### config.mk
export PLATFORM = sky130hd
export DESIGN_NAME = pref_parcel_buf
export DESIGN_NICKNAME = d
export VERILOG_FILES = /design/src/rtl/pref_parcel_buf.sv
export SDC_FILE = /design/constraint.sdc
export NUM_CORES = 1
export LEC_CHECK = 0
export BUFFER_PORTS_ARGS = -buffer_cell sky130_fd_sc_hd__clkbuf_2
export CAP_MARGIN = 0
export CORE_UTILIZATION = 50
export CTS_BUF_LIST = sky130_fd_sc_hd__clkbuf_16
export DETAILED_ROUTE_END_ITERATION = 7
export HOLD_SLACK_MARGIN = 0.03
export PLACE_DENSITY = 0.7
export SLEW_MARGIN = 20
export SYNTH_ARGS = -nofsm -noshare
export SYNTH_HDL_FRONTEND = slang
export SYNTH_SLANG_ARGS = --single-unit
export TNS_END_PERCENT = 5
### constraint.sdc
create_clock -name clk -period 14.6 [get_ports clk]
set_input_delay 2.92 -clock clk [delete_from_list [all_inputs] [get_ports clk]]
set_output_delay 2.92 -clock clk [all_outputs]
set_load 0.01 [all_outputs]
### src/rtl/pref_parcel_buf.sv
// pref_parcel_buf: parcel-granular prefetch queue between IF and the
// icache/MMU request path. Fetched 32-bit words are split into 16-bit
// parcels. A show-ahead instruction and its PC are presented at the head.
// One memory request is kept in flight. A redirect flushes the queue, and a
// response to a request issued before the redirect is discarded.
// Build option: define PREF_C_EXT_EN to enable 16-bit (compressed)
// instructions and halfword-aligned redirect targets. Without it, every head
// is a 32-bit instruction and all fetches are word aligned.
module pref_parcel_buf #(
    parameter int DEPTH_WORDS = 4,
    parameter int ADDR_W      = 32
) (
    input  logic                            clk,
    input  logic                            reset,
    input  logic                            redirect_i,
    input  logic [ADDR_W-1:0]               redirect_pc_i,
    output logic                            mem_req_o,
    output logic [ADDR_W-1:0]               mem_addr_o,
    input  logic                            mem_ack_i,
    input  logic [31:0]                     mem_rdata_i,
    output logic                            instr_valid_o,
    output logic [31:0]                     instr_o,
    output logic [ADDR_W-1:0]               instr_pc_o,
    output logic                            instr_comp_o,
    input  logic                            instr_ready_i,
    output logic [$clog2(2*DEPTH_WORDS):0]  fill_o
);

    localparam int NP = 2 * DEPTH_WORDS;
    localparam int PW = $clog2(NP);
    localparam int FW = PW + 1;
    localparam logic [FW:0] NP_L = (FW+1)'(NP);

    // state | meaning
    // IDLE  | no request outstanding (fetch disabled or no space reserved)
    // REQ   | mem_req_o high with mem_addr_o, waiting for mem_ack_i
    typedef enum logic {IDLE, REQ} state_t;

    state_t             state_q, state_d;
    logic [ADDR_W-1:0]  fetch_addr_q, fetch_addr_d;
    logic [ADDR_W-1:0]  mem_addr_q, mem_addr_d;
    logic [ADDR_W-1:0]  head_pc_q, head_pc_d;
    logic               drop_q, drop_d;
    logic               skip_lo_q, skip_lo_d;
    logic               fetch_en_q, fetch_en_d;
    logic [15:0]        parcels_q [NP];
    logic [15:0]        parcels_d [NP];
    logic [PW-1:0]      rd_ptr_q, rd_ptr_d;
    logic [PW-1:0]      wr_ptr_q, wr_ptr_d;
    logic [FW-1:0]      fill_q, fill_d;

    logic [PW-1:0]      rd_ptr_p1, wr_ptr_p1;
    logic [15:0]        parcel0, parcel1;
    logic               head_comp, head_ok;
    logic               ack_fire, push_ok, pop;
    logic [FW-1:0]      push_cnt, pop_cnt;
    logic               space_ok, start_req;
    logic               pc_lo_unused;

    // Bit 0 of the redirect PC never matters; bit 1 only with compressed support.
    assign pc_lo_unused = ^redirect_pc_i[1:0];

    assign ack_fire  = (state_q == REQ) && mem_ack_i;
    assign push_ok   = ack_fire && !drop_q && !redirect_i;
    assign pop       = instr_valid_o && instr_ready_i && !redirect_i;
    assign rd_ptr_p1 = rd_ptr_q + PW'(1);
    assign wr_ptr_p1 = wr_ptr_q + PW'(1);

    assign mem_req_o  = (state_q == REQ);
    assign mem_addr_o = mem_addr_q;
    assign fill_o     = fill_q;

    // Head decode: show-ahead instruction straight from the registered queue.
    always_comb begin
        parcel0 = parcels_q[rd_ptr_q];
        parcel1 = parcels_q[rd_ptr_p1];
`ifdef PREF_C_EXT_EN
        head_comp = (parcel0[1:0] != 2'b11);
`else
        head_comp = 1'b0;
`endif
        head_ok       = head_comp ? (fill_q >= FW'(1)) : (fill_q >= FW'(2));
        instr_valid_o = head_ok;
        instr_comp_o  = head_ok && head_comp;
        instr_pc_o    = head_pc_q;
        instr_o       = 32'h0000_0013;
        if (head_ok) begin
            instr_o = head_comp ? {16'h0000, parcel0} : {parcel1, parcel0};
        end
    end

    // Parcel queue: push on accepted response, pop on consume, clear on redirect.
    always_comb begin
        parcels_d = parcels_q;
        rd_ptr_d  = rd_ptr_q;
        wr_ptr_d  = wr_ptr_q;
        fill_d    = fill_q;
        push_cnt  = '0;
        pop_cnt   = '0;
        if (redirect_i) begin
            rd_ptr_d = '0;
            wr_ptr_d = '0;
            fill_d   = '0;
        end else begin
            if (push_ok) begin
                if (skip_lo_q) begin
                    // Redirect landed on the upper halfword: drop the lower parcel.
                    parcels_d[wr_ptr_q] = mem_rdata_i[31:16];
                    push_cnt = FW'(1);
                end else begin
                    parcels_d[wr_ptr_q]  = mem_rdata_i[15:0];
                    parcels_d[wr_ptr_p1] = mem_rdata_i[31:16];
                    push_cnt = FW'(2);
                end
            end
            if (pop) begin
                pop_cnt = instr_comp_o ? FW'(1) : FW'(2);
            end
            wr_ptr_d = wr_ptr_q + PW'(push_cnt);
            rd_ptr_d = rd_ptr_q + PW'(pop_cnt);
            fill_d   = fill_q + push_cnt - pop_cnt;
        end
    end

    // Fetch control and request FSM next state.
    always_comb begin
        state_d      = state_q;
        fetch_addr_d = fetch_addr_q;
        mem_addr_d   = mem_addr_q;
        head_pc_d    = head_pc_q;
        drop_d       = drop_q;
        skip_lo_d    = skip_lo_q;
        fetch_en_d   = fetch_en_q;
        start_req    = 1'b0;

        if (redirect_i) begin
            fetch_en_d   = 1'b1;
            fetch_addr_d = {redirect_pc_i[ADDR_W-1:2], 2'b00};
`ifdef PREF_C_EXT_EN
            head_pc_d    = {redirect_pc_i[ADDR_W-1:1], 1'b0};
            skip_lo_d    = redirect_pc_i[1];
`else
            head_pc_d    = {redirect_pc_i[ADDR_W-1:2], 2'b00};
            skip_lo_d    = 1'b0;
`endif
        end else begin
            if (push_ok) begin
                fetch_addr_d = fetch_addr_q + ADDR_W'(4);
                skip_lo_d    = 1'b0;
            end
            if (pop) begin
                head_pc_d = head_pc_q + (instr_comp_o ? ADDR_W'(2) : ADDR_W'(4));
            end
        end

        // A redirect with a request still outstanding marks its response stale.
        if (ack_fire) begin
            drop_d = 1'b0;
        end else if (redirect_i && (state_q == REQ)) begin
            drop_d = 1'b1;
        end

        // Space for a whole word is reserved before the request goes out.
        space_ok = (({1'b0, fill_d}) + (FW+1)'(2)) <= NP_L;

        case (state_q)
            IDLE: begin
                if (fetch_en_d && space_ok) begin
                    start_req = 1'b1;
                end
            end
            REQ: begin
                if (ack_fire) begin
                    if (fetch_en_d && space_ok) begin
                        start_req = 1'b1;
                    end else begin
                        state_d = IDLE;
                    end
                end
            end
            default: state_d = IDLE;
        endcase

        if (start_req) begin
            state_d    = REQ;
            mem_addr_d = fetch_addr_d;
        end
    end

    // State and queue registers.
    always_ff @(posedge clk or posedge reset) begin
        if (reset) begin
            state_q      <= IDLE;
            fetch_addr_q <= '0;
            mem_addr_q   <= '0;
            head_pc_q    <= '0;
            drop_q       <= 1'b0;
            skip_lo_q    <= 1'b0;
            fetch_en_q   <= 1'b0;
            rd_ptr_q     <= '0;
            wr_ptr_q     <= '0;
            fill_q       <= '0;
            for (int i = 0; i < NP; i++) begin
                parcels_q[i] <= '0;
            end
        end else begin
            state_q      <= state_d;
            fetch_addr_q <= fetch_addr_d;
            mem_addr_q   <= mem_addr_d;
            head_pc_q    <= head_pc_d;
            drop_q       <= drop_d;
            skip_lo_q    <= skip_lo_d;
            fetch_en_q   <= fetch_en_d;
            rd_ptr_q     <= rd_ptr_d;
            wr_ptr_q     <= wr_ptr_d;
            fill_q       <= fill_d;
            parcels_q    <= parcels_d;
        end
    end

endmodule

* Word-level counts from Yosys, hierarchy flattened *
Index checks and enable logic that the tools add are counted.
Widths: inputs -> output; s select.

cells by class
  add/sub/neg operators = 9
  multiply operators = 0
  div/mod/pow operators = 0
  magnitude comparators = 8
  eq/ne operators = 0
  shift operators = 0
  mux-type cells = 38
  bitwise operators = 6
  reduce and logical (&&, ||, !) cells = 15

operators with widths
  kind                   number
  $bwmux 128             3
  $mux 32                5
  $mux 128               1
  $bmux 16 s3            2
  $demux 16 s3           2
  $mux 16                6
  $add 32x3->32 const B  2
  $ge 4x4->1 const B     4
  $not 3->4              4
  $mux 4                 3
  $mux 1                 10
  $logic_and 1x1->1      9
  $lt 4x1->1 const B     2
  $add 3x1->3 const B    2
  $add 3x3->3            2
  $mux 2                 3
  $mux 3                 2
  $reduce_bool 2->1      3
  $add 4x2->5 const B    1
  $le 5x4->1 const B     1
  $add 4x4->4            1
  $ge 4x2->1 const B     1
  $sub 4x4->4            1
  $logic_not 1->1        2
  3 further kinds        4

storage, ports and cells
  bits in registers = 238
  bits in latches = 0
  memory bits (writable) = 0
  memory bits (read-only) = 0
  output and inout bits = 103
  memories kept = 0

* Depth between registers and ports, before layout *
  depth in word-level cells = 15
  gate-level depth with buffers = 14
  gate-level depth less buffers = 13

* Least setup slack after synthesis *
Ideal clock, no wire load.

  path kind = input-to-reg
  start = in redirect_i
  end = reg mem_addr_q[16], in the netlist mem_addr_o[16]
  arrival = 6393 ps
  required time = 14475 ps
  slack = 8082 ps
  stages on the path = 14
  path buffers = 4
  cell sequence = inv_1 -> clkbuf_1 -> clkbuf_1 -> buf_1 -> nand3_1 -> fa_1 -> inv_1 -> fa_1 -> inv_1 -> o21ai_0 -> a31oi_1 -> nor2_1 -> buf_1 -> mux2_2

between the ends
  cells in the longest elaborated chain, start to end = 13
  elaborated cells between the ends (all ways) = 19

RTL lines
  item                  RTL line  text
  start, declared       15        input logic redirect_i,
  $logic_not 1->1       64, 65
  $logic_and 1x1->1     64        assign push_ok = ack_fire && !drop_q && !redirect_i;
  $mux 2                105       if (push_ok) begin
  $mux 4                100       if (redirect_i) begin
  $add 4x4->4           121       fill_d = fill_q + push_cnt - pop_cnt;
  $sub 4x4->4           121
  $mux 4                100
  $add 4x2->5           164       space_ok = (({1'b0, fill_d}) + (FW+1)'(2)) <= NP_L;
  $le 5x4->1            164
  $logic_and 1x1->1     168, 174
  $mux 1                168, 174
  $mux 1                173       if (ack_fire) begin
  $pmux 1 s2            166       case (state_q)
  end signal, assigned  209       mem_addr_q <= mem_addr_d;
  end, declared         41        logic [ADDR_W-1:0] mem_addr_q, mem_addr_d;

Several ways; a longest one is shown, not always the timed one. The select of a mux whose other input is x is not followed.
A chain may end at the register's enable or synchronous reset.

* Worst setup path after layout *
  start = in redirect_i
  end = reg mem_addr_q[8], in the netlist mem_addr_o[8]

The elaborated chain is that of the path after synthesis.

==> results.ini <==
[outcome]
outcome = finished, final reports clean

[grt]
antenna_found_initial = 0
grt_start_max_net_pins = 98
grt_pass1_vias = 7531
grt_usage = 0.225
grt_pass1_wl_mm = 39.6
grt-ovfl-total = 0

[synth]
synth_flop_cell = dfrtp_1
synth_compound_area_frac = 0.0494
yosys.area_share.xor_xnor = 0.0293
yosys_warnings = 0
syn_avg_cell_area_um2 = 12.8
synthArstFlopShare = 1.00
synth_top_family_by_area = multiplexers
yosys.area_share.simple = 0.117
synth_fa_ha_area_frac = 0.0104
ys_ff_latch = 233
synthMuxAreaShare = 0.241
ys_seq_area_frac = 0.528
synth.distinct_cells = 57
syn_area_um2 = 11000
synth_cells = 865
synth_edf_count = 0

[power_and_ir_drop]
power_per_cell_area_nw_per_um2 = 167
leakage_nw = 5.87
ir_worst_vdd_v = 0.000119

[cts]
clk_latency_ns = 0.52
htreeDepth = 1
clk_path_buf_depth = 3
cts.sinks = 233
ctsResizeCount = 0
cts-buffers-inserted = 24
cts_hold_buf = 0
cts_tree = built
clk_pin_slew_ns = 0.06
postCtsSetupRepairBufs = 0
cts_root_buf = clkbuf_16

[critical_path]
cp.depth = 12
cp-end-kind = register
cp_cell_sequence = clkbuf_2 > buf_4 > nor2_1 > fa_1 > inv_1 > fa_1 > inv_1 > o21ai_0 > a31oi_1 > nor2_2 > buf_4 > mux2_2
r2r_cells = 14
crit_fanout = 52
critical-path-top-delay-family = adder cells
crit_slowest_cell = fa_1
cp-start-kind = input pin
crit_required_ns = 15.00
cp_slowest_stage_delay_ns = 0.61
regToRegSetupSlack_ns = 10.29
cp.arrival_ns = 6.26
critPathKind = input pin to register
cp.buffers_inverters = 5

[hold_path]
hp-class = register to register
min_path_cells = 1

[finish]
layout_common_cells = dfrtp_1 (232), mux2_2 (168), clkbuf_2 (166)
final_common_cell = dfrtp_1
diodes = 0
syn2layout_area_growth_pct = 16.2
drive_above_1_share = 0.419
nets = 1098
fillers = 1798

[routing]
finalWirelength_mm = 24.4
viasPerCell = 5.67
drt-initial-drc-count = 380
drtAntennaViolNets = 0
drc = 0
first_pass_iters = 4
avgRoutedWirePerCell_um = 18.6
vias = 7456

[timing]
fin_skew_ns = 0.00716
finalSetupTns_ns = 0
slew_viol_final = 0
setup_ws_ns = 8.74
post-route-min-period_ns = 5.86
worst_pin_slew_ns = 1.03
slew_headroom = 0.315
period_share = 0.401
setup_violations = 0
grt_setup_unrepaired = false
finalHoldViolCount = 0
max_freq_mhz = 171

[floorplan]
core_area_um2 = 21800
num_rows = 54
initial_core_util = 0.508
die_h_um = 151
die_x_um = 151
io_pins = 172
fp.dieArea_um2 = 22700

[placed_design]
pre_cts_slack_ns = 8.21
finalWeightedCongestion = 0.849
portBuffers = 166
dpl.hpwl_mm = 15.8

[job]
max_cap_violations = 0

## cell type report
class / instances / area (um^2) / area share
sequential: 233 / 5830 / 0.455
multi-input combinational: 567 / 4980 / 0.388
timing repair buffer: 179 / 928 / 0.0724
inverter: 16 / 67.6 / 0.00527
clock buffer: 24 / 601 / 0.0468
clock inverter: 15 / 75.1 / 0.00585
tap: 280 / 350 / 0.0273
## cells by family (layout without fill, tap and decap cells)
logic type | Yosys count | count (layout)
DFF | 233 | 233
AOI/OAI and AO/OA | 83 | 83
other | 1 | 3
xor gates and xnor gates | 37 | 37
muxes | 205 | 205
adders and majority gates | 8 | 8
and+or+nand+nor | 231 | 231
buffers and inverters | 67 | 234
## per-stage QoR
| step | util | instance area [um^2] | hold slack (ns) | instances | total power, mW |
|---|---|---|---|---|---|
| 2_1_floorplan | - | 11100 | 0.437 | 867 | 1.38 |
| 3_3_place_gp | 0.559 | 12200 | 0.455 | 1275 | 1.61 |
| 3_5_place_dp | 0.559 | 12200 | 0.457 | 1275 | 1.62 |
| 4_1_cts | 0.590 | 12800 | 0.475 | 1314 | 2.17 |
| 5_1_grt | 0.590 | 12800 | 0.492 | 1314 | 2.28 |
| 6_report | 0.590 | 12800 | 0.481 | 1314 | 2.14 |
## layer usage
layer  part of all wire  track usage
met3              0.061       0.0385
met4              0.029       0.0740
met1               0.43        0.303
met2               0.48        0.370
met5                  0            0
## power by group
group          internal (mW)  switching, mW
Clock                  0.296          0.241
Combinational          0.363          0.330
Sequential             0.812          0.102
Total                   1.47          0.673
## synthesized netlist by cell type (9+ instances only)
master / instances / share of area
nor3_1: 12 / 0.0054
mux4_2: 32 / 0.065
nand4_1: 24 / 0.014
mux2_2: 168 / 0.17
inv_1: 16 / 0.0054
a21oi_1: 28 / 0.013
and3_1: 11 / 0.0062
xor2_1: 22 / 0.017
nor2_1: 46 / 0.016
o21ai_0: 11 / 0.0050
nand3_1: 19 / 0.0086
nand2_1: 25 / 0.0085
nor2b_1: 9 / 0.0051
buf_1: 13 / 0.0044
and2_1: 37 / 0.021
dfrtp_1: 233 / 0.53
xnor2_1: 15 / 0.012
clkbuf_1: 32 / 0.011
## final timing paths
check,start,to
hold / removal,fetch_en_q$_DFF_PP0_,fetch_en_q$_DFF_PP0_
min in group asynchronous,reset,instr_pc_o[8]$_DFFE_PP0N_
setup / recovery,redirect_i,mem_addr_o[8]$_DFFE_PP0P_
hold reg to reg,fetch_en_q$_DFF_PP0_,fetch_en_q$_DFF_PP0_
setup reg to reg,fill_o[2]$_DFF_PP0_,mem_addr_o[18]$_DFFE_PP0P_
max in group asynchronous,reset,rd_ptr_q[1]$_DFF_PP0_
## flip-flops by register name, summed over array words and instances, names as in the netlist
name	count
fetch_addr_q	32
mem_req_o	1
parcels_q	128
wr_ptr_q	2
fetch_en_q	1
mem_addr_o	32
drop_q	1
instr_pc_o	30
rd_ptr_q	2
fill_o	4
No activity file was read; power rests on OpenSTA's default activity.
